===== config.mk =====
export PLATFORM = sky130hd
export DESIGN_NAME = trap_controller
export DESIGN_NICKNAME = d
export VERILOG_FILES = /design/src/rtl/trap_controller.sv
export SDC_FILE = /design/constraint.sdc
export NUM_CORES = 1
export LEC_CHECK = 0
export BUFFER_PORTS_ARGS = -buffer_cell sky130_fd_sc_hd__clkbuf_2
export CORE_MARGIN = 1
export CORE_UTILIZATION = 49
export CTS_CLUSTER_DIAMETER = 60
export DETAILED_ROUTE_END_ITERATION = 10
export PLACE_DENSITY = 0.79
export SLEW_MARGIN = 20
export SYNTH_ARGS = -nofsm -noshare
export SYNTH_HDL_FRONTEND = slang
export SYNTH_SLANG_ARGS = --single-unit

===== constraint.sdc =====
create_clock -name clk -period 2.2 [get_ports clk]
set_clock_uncertainty 0.15 [all_clocks]
set_input_delay 0.44 -clock clk [delete_from_list [all_inputs] [get_ports clk]]
set_output_delay 0.44 -clock clk [all_outputs]
set_load 0.02 [all_outputs]

===== src/rtl/trap_controller.sv =====
// trap_controller: saves mepc/mcause, fetches mtvec or mepc, and issues a one-cycle PC redirect.
// Optional TRAP_VECTORED_MODE_EN enables vectored interrupt targets when mtvec[1:0]=01.
module trap_controller (
    input  logic        clk,
    input  logic        reset,
    input  logic        trap_req,
    input  logic [31:0] trap_pc,
    input  logic [31:0] trap_cause,
    input  logic        mret_req,
    input  logic [31:0] csr_read_data,
    input  logic        csr_ready,
    output logic [11:0] csr_read_address,
    output logic        csr_write_enable,
    output logic [11:0] csr_write_address,
    output logic [31:0] csr_write_data,
    output logic        trapped,
    output logic        busy,
    output logic        redirect_valid,
    output logic [31:0] redirect_pc
);
    typedef enum logic [2:0] {IDLE, WR_MEPC, WR_MCAUSE, RD_MTVEC, RD_MEPC, REDIRECT} state_t;
    state_t      state;
    logic [31:0] cause_q;
    logic        we_q;
    logic [11:0] waddr_q;
    logic [31:0] wdata_q;
    logic        rv_q;
    logic [31:0] rpc_q;
    logic [31:0] trap_target;
    logic        unused_ok;
    assign unused_ok = &{1'b0, trap_pc[1:0], csr_read_data[1:0]};
`ifdef TRAP_VECTORED_MODE_EN
    always_comb trap_target = (csr_read_data[1:0] == 2'b01 && cause_q[31])
        ? {csr_read_data[31:2], 2'b00} + {cause_q[29:0], 2'b00}
        : {csr_read_data[31:2], 2'b00};
`else
    always_comb trap_target = {csr_read_data[31:2], 2'b00};
`endif
    // Reset masks the strobes combinationally so an abort never leaks a write or redirect.
    assign csr_write_enable  = we_q & ~reset;
    assign csr_write_address = reset ? 12'h000 : waddr_q;
    assign csr_write_data    = reset ? 32'h0 : wdata_q;
    assign redirect_valid    = rv_q & ~reset;
    assign redirect_pc       = reset ? 32'h0 : rpc_q;
    always_ff @(posedge clk) begin
        if (reset) begin
            state            <= IDLE;
            cause_q          <= '0;
            we_q             <= 1'b0;
            waddr_q          <= '0;
            wdata_q          <= '0;
            rv_q             <= 1'b0;
            rpc_q            <= '0;
            csr_read_address <= '0;
            trapped          <= 1'b0;
            busy             <= 1'b0;
        end else begin
            case (state)
                IDLE: begin
                    if (trap_req) begin
                        state   <= WR_MEPC;
                        cause_q <= trap_cause;
                        we_q    <= 1'b1;
                        waddr_q <= 12'h341;
                        wdata_q <= {trap_pc[31:2], 2'b00};
                        trapped <= 1'b1;
                        busy    <= 1'b1;
                    end else if (mret_req) begin
                        state            <= RD_MEPC;
                        csr_read_address <= 12'h341;
                        busy             <= 1'b1;
                    end
                end
                WR_MEPC: begin
                    state   <= WR_MCAUSE;
                    waddr_q <= 12'h342;
                    wdata_q <= cause_q;
                end
                WR_MCAUSE: begin
                    state            <= RD_MTVEC;
                    we_q             <= 1'b0;
                    waddr_q          <= '0;
                    wdata_q          <= '0;
                    csr_read_address <= 12'h305;
                end
                RD_MTVEC: begin
                    if (csr_ready) begin
                        state            <= REDIRECT;
                        csr_read_address <= '0;
                        rv_q             <= 1'b1;
                        rpc_q            <= trap_target;
                    end
                end
                RD_MEPC: begin
                    if (csr_ready) begin
                        state            <= REDIRECT;
                        csr_read_address <= '0;
                        rv_q             <= 1'b1;
                        rpc_q            <= {csr_read_data[31:2], 2'b00};
                    end
                end
                REDIRECT: begin
                    state   <= IDLE;
                    rv_q    <= 1'b0;
                    rpc_q   <= '0;
                    trapped <= 1'b0;
                    busy    <= 1'b0;
                end
                default: state <= IDLE;
            endcase
        end
    end
endmodule


* After elaboration in Yosys (flattened, before gate mapping) *
Cells that the tools add are included.

operators by class
  multiplexer cells = 25
  reductions and logical operators = 15
  eq/ne operators = 10
  bitwise logic cells = 3

operators with widths
  kind                                                                    count
  32-bit two-way mux                                                      4
  32-bit one-hot mux with 3 select lines                                  1
  12-bit one-hot mux with 3 select lines                                  2
  32-bit one-hot mux with 2 select lines                                  1
  12-bit two-way mux                                                      5
  2-bit AND reduction                                                     7
  3-bit one-hot mux with 4 select lines                                   1
  3-bit two-way mux                                                       3
  1-bit one-hot mux with 2 select lines                                   4
  3-bit by 2-bit equality test with 1-bit output (second input constant)  2
  3-bit equality test (second input constant)                             2
  2-bit != test (second input constant)                                   3
  2-bit nonzero test                                                      3
  3-bit nonzero test                                                      2
  1-bit two-way mux                                                       4
  4-bit AND reduction                                                     1
  3-bit by 1-bit equality test with 1-bit output (second input constant)  1
  3-bit logical NOT                                                       1
  3-bit != test (second input constant)                                   1
  1-bit AND                                                               2
  2-bit by 1-bit != test with 1-bit output (second input constant)        1
  2-bit OR reduction                                                      1
  1-bit inverter                                                          1

storage, ports and cells
  logic and storage cells = 63
  bits of input ports = 101
  register bits = 127

* Logic depth before layout (Yosys ltp) *
Gate-level depths: netlist (run 1).

  depth in word-level cells = 4
  mapped depth = 6

* Least setup slack after synthesis (run 1) *
No wires, ideal clock.

  kind = input to output
  start = input port reset
  end = output port csr_write_address[8]
  buffers on the path = 4
  arrival = 1.630 ns
  stages on the path = 5
  path slack = -0.020 ns
  path through = buf_2 > clkbuf_1 > clkbuf_1 > nor2b_1 > buf_4

between the ends
  cells in the longest elaborated chain, start to end = 1

RTL lines
  what                line  source
  start: declaration  5     input logic reset,
  12-bit two-way mux  41    assign csr_write_address = reset ? 12'h000 : waddr_q;
  end: declaration    14    output logic [11:0] csr_write_address,

No other way between the ends.

* Worst setup path after layout (run 1) *
  start = input port reset
  end = output port csr_write_data[21]

between the ends
  cells in the longest elaborated chain, start to end = 1

RTL lines
  what                line  source
  32-bit two-way mux  42    assign csr_write_data = reset ? 32'h0 : wdata_q;
  end: declaration    15    output logic [31:0] csr_write_data,

No other way between the ends.

==> reports/results.ini, run 1 <==
[placement]
port_buffers=172
dp.final_hpwl_um=8410
routabilityCongestion=0.800

[critical_path]
required_ps=1610
critical_path.max_fanout=34
slowest_stage=buf_4
r2r_cells=5
reg2reg_from=state[2]
cp.buffers_inverters=3
crit_start=reset
max_stage_delay_ps=350
critical_path_class=in2out
cp_common_cell=buf_4
endpoint=csr_write_data[21]
path_cells=buf_4 > buf_4 > nor2b_1 > clkbuf_2
reg2reg_slack_ps=270
cpLargestDelayFamily=buffers and inverters
start_kind=primary input
cp.depth=4
timing.rr.end=rpc_q[19]
arrival_ps=1350
end_kind=output port

[layout]
drive_above_1_share_pct=29.3
fin_nets=847
num-fill-cells=853
area_delta_synth_final_pct=23.4
regArea_um2=2140
num_antenna_cells=0
multiInputGateArea_um2=2260

[floorplanning]
dieArea_um2=10300
io_pins=193
fp.dieH_um=102
start_util_pct=50.3
fp.dieW_um=102
coreArea_um2=9680
rows=36

[synthesis]
postSynthAreaPerCell_um2=8.13
yosys.area_share.xor_xnor_pct=0
synth_compound_area_share_pct=25.0
synth_common_cells=107 x dfxtp_1, 73 x a21oi_1, 70 x nand2_1
ys_dominant_reg_cell=dfxtp_1
ys_types=38
yosys-top-cells-area=dfxtp_1 44%, nor2b_1 8.9%, a21oi_1 7.5%
yosysMostFrequentCell=dfxtp_1
synth_largest_area_cell=dfxtp_1
synthAdderAreaFrac_pct=0
synth_area_um2=4870
yosys_warnings=0
synth_edf_count=0
synth_top_family_by_area=compound AO/OA/AOI/OAI gates
ys_seq_area_share_pct=44.0
synth_top_area_share_pct=44.0
synthSimpleGateAreaFrac_pct=19.7
synthMuxAreaShare_pct=0.231
synth_cells=599
postSynth.asyncResetShare_pct=0
ys_seq_elements=107

[timing]
post-route-period-util_pct=88.3
hold_ws_ps=137
rsz0062_at_grt=no
max_clock_freq_ghz=0.515
final.min_clock_period_ps=1940
tns_ps=0
setup_violations=0
slew_viol_final=0
hold_viol_final=0

[detailed_routing]
dr.first_iter.drc_count=151
ant_nets=0
wirelength_um=12100
route.vias.total=4607
vias_per_cell=5.21
post_drt_wl_per_cell_um=13.7
dr.pass1.iters=6
drc=0

[status]
run_status=finished clean

[cts]
cts.reportedPaths.clkPinSlew_ps=100
clockBufferDepth=2
h-tree-depth=3
cts_tree=yes
clock_latency_ps=360
cts.repair.resized=0
postCtsHoldBufs=0
cts.sinks=107
cts_buffers=9
post_cts_buffers=0
root_buffer=clkbuf_8

[power_and_ir_drop]
p_leak_uw=0.00278
powerDensity_nw_per_um2=809
ir_worst_vdd_mv=0.411

[global_route]
antenna_found_initial=0
grt_overflow=0
grt_pass1_wl_um=18900
grt_pass1_vias=4112
grt_max_degree=40
grt_usage_pct=23.3

[worst_hold_path]
hold_start=trap_cause[9]
min_path_type=in2reg

[flow_run]
maxCapViolations=0

-- cell usage in the layout, fill, tap and decap left out, types with 2 or more instances in the layout --
cell | Yosys | final
nor2_1 | 43 | 42
nand2_1 | 70 | 70
clkbuf_8 | 0 | 10
clkinv_2 | 0 | 2
buf_12 | 0 | 4
o21ai_1 | 4 | 4
dfxtp_2 | 0 | 2
o21ai_0 | 8 | 8
buf_4 | 24 | 18
bufinv_16 | 0 | 3
a211oi_1 | 32 | 32
a32oi_1 | 2 | 2
nand2b_1 | 6 | 6
inv_1 | 31 | 31
dfxtp_1 | 107 | 105
inv_2 | 2 | 2
a22o_1 | 31 | 31
nor2b_1 | 69 | 68
clkbuf_2 | 0 | 171
nor2_2 | 1 | 2
a21oi_1 | 73 | 73
conb_1 | 1 | 16
o22ai_1 | 30 | 30
-- flip-flops by register name (all words and copies together) (netlist names) --
register and cells:
we_q 1, trapped 1, waddr_q 3, wdata_q 32
busy 1, csr_read_address 3, rv_q 1, cause_q 32
rpc_q 30, state 3
-- how the worst min path moves through the flow --
stage,cells past startpoint,slack [ps],end
after floorplan,2,290,cause_q[10]
after global placement,2,290,cause_q[4]
after detailed placement,2,300,cause_q[15]
after CTS,3,120,cause_q[10]
after global routing,2,120,rpc_q[28]
final,3,140,cause_q[9]
-- per-layer routing --
metal	share of wire (%)	vias to the layer above	GRT usage [%]
li1	-	2296	-
met1	42	2101	27.8
met2	49	186	40.5
met3	6.9	24	4.69
met4	2.1	0	10.1
met5	0	-	0
-- report_power, final --
group	total, µW	internal [µW]	leakage [µW]	switching, µW
clock network	1420	784	0.000123	636
registers	2260	2140	0.000878	120
logic	1180	478	0.00178	706
-- metrics by stage --
| step | util [%] | setup WS [ps] | area [µm²] | power (µW) | instances |
|---|---|---|---|---|---|
| 2_1_floorplan | - | 95.7 | 4930 | 3130 | 614 |
| 3_5_place_dp | 59.6 | 236 | 5770 | 3480 | 868 |
| 3_3_place_gp | 59.6 | 285 | 5770 | 3440 | 868 |
| 5_1_grt | 62.1 | 152 | 6010 | 5130 | 884 |
| 6_report | 62.1 | 258 | 6010 | 4860 | 884 |
| 4_1_cts | 62.1 | 261 | 6010 | 4890 | 884 |
-- final cells by class --
type / count / area share (%)
Sequential cell: 107 / 35.7
Timing Repair Buffer: 193 / 17.8
Multi-Input combinational cell: 402 / 37.6
Clock inverter: 5 / 1.67
Tap cell: 133 / 2.77
Clock buffer: 11 / 2.35
Inverter: 33 / 2.06
-- tightest hold or removal path, cell delays in order --
cell and delay [ps]:
clkbuf_2 80, nand2_1 40, a21oi_1 50
-- cell families (layout without fill, tap and decap cells) --
kind of cell	Yosys count	count (layout)
AOI/OAI and AO/OA	189	189
buffers and inverters	105	242
DFF	107	107
muxes	1	1
other	1	16
and+or+nand+nor	196	196
Power figures use the tool's default switching activity.
==> run 2: changes to the inputs <==
Settings changed: PLACE_DENSITY 0.79 to 0.81.
==> reports/results.ini, run 2 (synthesis results as in run 1) <==
[layout]
fin_cells=882
top_regs=cause_q: 32 flops, wdata_q: 32 flops, rpc_q: 30 flops
num_antenna_cells=0
layout_commonest_cell=clkbuf_2
area_delta_synth_final_pct=22.4
final_cell_area_um2=5960
layout_common_cells=171 x clkbuf_2, 105 x dfxtp_1, 73 x a21oi_1
fin_nets=846
drive_above_1_share_pct=29.2

[timing]
post-route-period-util_pct=87.0
rsz0062_at_grt=no
hold_viol_final=0
fin_ws_ps=286
final.min_clock_period_ps=1910
max_clock_freq_ghz=0.522
slew_viol_final=0
tns_ps=0
setup_violations=0
hold_ws_ps=134

[detailed_routing]
dr.first_iter.drc_count=288
route.vias.total=4680
wirelength_um=12300
post_drt_wl_per_cell_um=14.0
drc=0
dr.pass1.iters=5
ant_nets=0
vias_per_cell=5.31

[placement]
dp_slack_ps=301
port_buffers=172
post-place-cells=867
dpl_cell_area_um2=5760
dp.final_hpwl_um=8600
routabilityCongestion=0.832

[floorplanning]
fp.dieH_um=102
start_util_pct=50.3
io_pins=193
dieArea_um2=10300
rows=36
coreArea_um2=9680
fp.dieW_um=102

[cts]
cts.repair.resized=0
h-tree-depth=3
cts.reportedPaths.clkPinSlew_ps=110
post_cts_buffers=0
clockBufferDepth=2
postCtsHoldBufs=0
cts_buffers=9
clock_latency_ps=360
cts_tree=yes
root_buffer=clkbuf_8
cts.sinks=107

[worst_hold_path]
min_path_type=in2reg

[power_and_ir_drop]
powerDensity_nw_per_um2=779
p_leak_uw=0.00275
ir_worst_vdd_mv=0.383

[global_route]
grt_overflow=0
grt_max_degree=40
grt_pass1_wl_um=19500
antenna_found_initial=0
grt_usage_pct=23.8
grt_pass1_vias=4310

[critical_path]
reg2reg_slack_ps=290
end_kind=flop
required_ps=2350
start_kind=flop
arrival_ps=2070
critical_path.max_fanout=30
critical_path_class=reg2reg

[flow_run]
maxCapViolations=0

[status]
run_status=finished clean

==> run 2: per-layer routing <==
layer / wire length (µm) / share of wire, % / up-vias / GRT usage (%)
met5: 0 / 0 / - / 0
met2: 5940 / 48 / 229 / 41.1
met4: 201 / 1.6 / 0 / 9.81
met1: 5260 / 43 / 2143 / 29.2
met3: 926 / 7.5 / 18 / 4.07
li1: - / - / 2290 / -
==> run 2: path summary, 6_finish.rpt <==
path	to	start	cells past startpoint
max	rpc_q[13]	state[1]	5
min	cause_q[19]	trap_cause[19]	3
max reg2reg	rpc_q[13]	state[1]	5
min reg2reg	cause_q[0]	cause_q[0]	2
==> run 2: power by group <==
part	switching, µW	internal (µW)	total, µW
Clock	664	534	1200
Sequential	114	2140	2250
Combinational	718	473	1190
==> run 2: worst max-delay path, cell delays in order (launching register included) <==
cell      delay (ps)
dfxtp_2          540
nand2b_1         150
mux2_2           320
nor3b_4          170
buf_4            330
a22o_1           200
==> run 2: metrics by stage <==
step                      power [µW]  util (%)
after floorplan                 3130         -
after global placement          3440      59.5
after detailed placement        3480      59.5
after CTS                       4670      61.5
after global routing            4890      61.5
final                           4640      61.5
==> run 2: final cells by class <==
type / instances / area [µm²]
Timing Repair Buffer: 192 / 1060
Inverter: 33 / 124
Sequential cell: 107 / 2140
Clock inverter: 6 / 75.1
Clock buffer: 9 / 124
Fill cell: 839 / 3720
Multi-Input combinational cell: 402 / 2260
Tap cell: 133 / 166
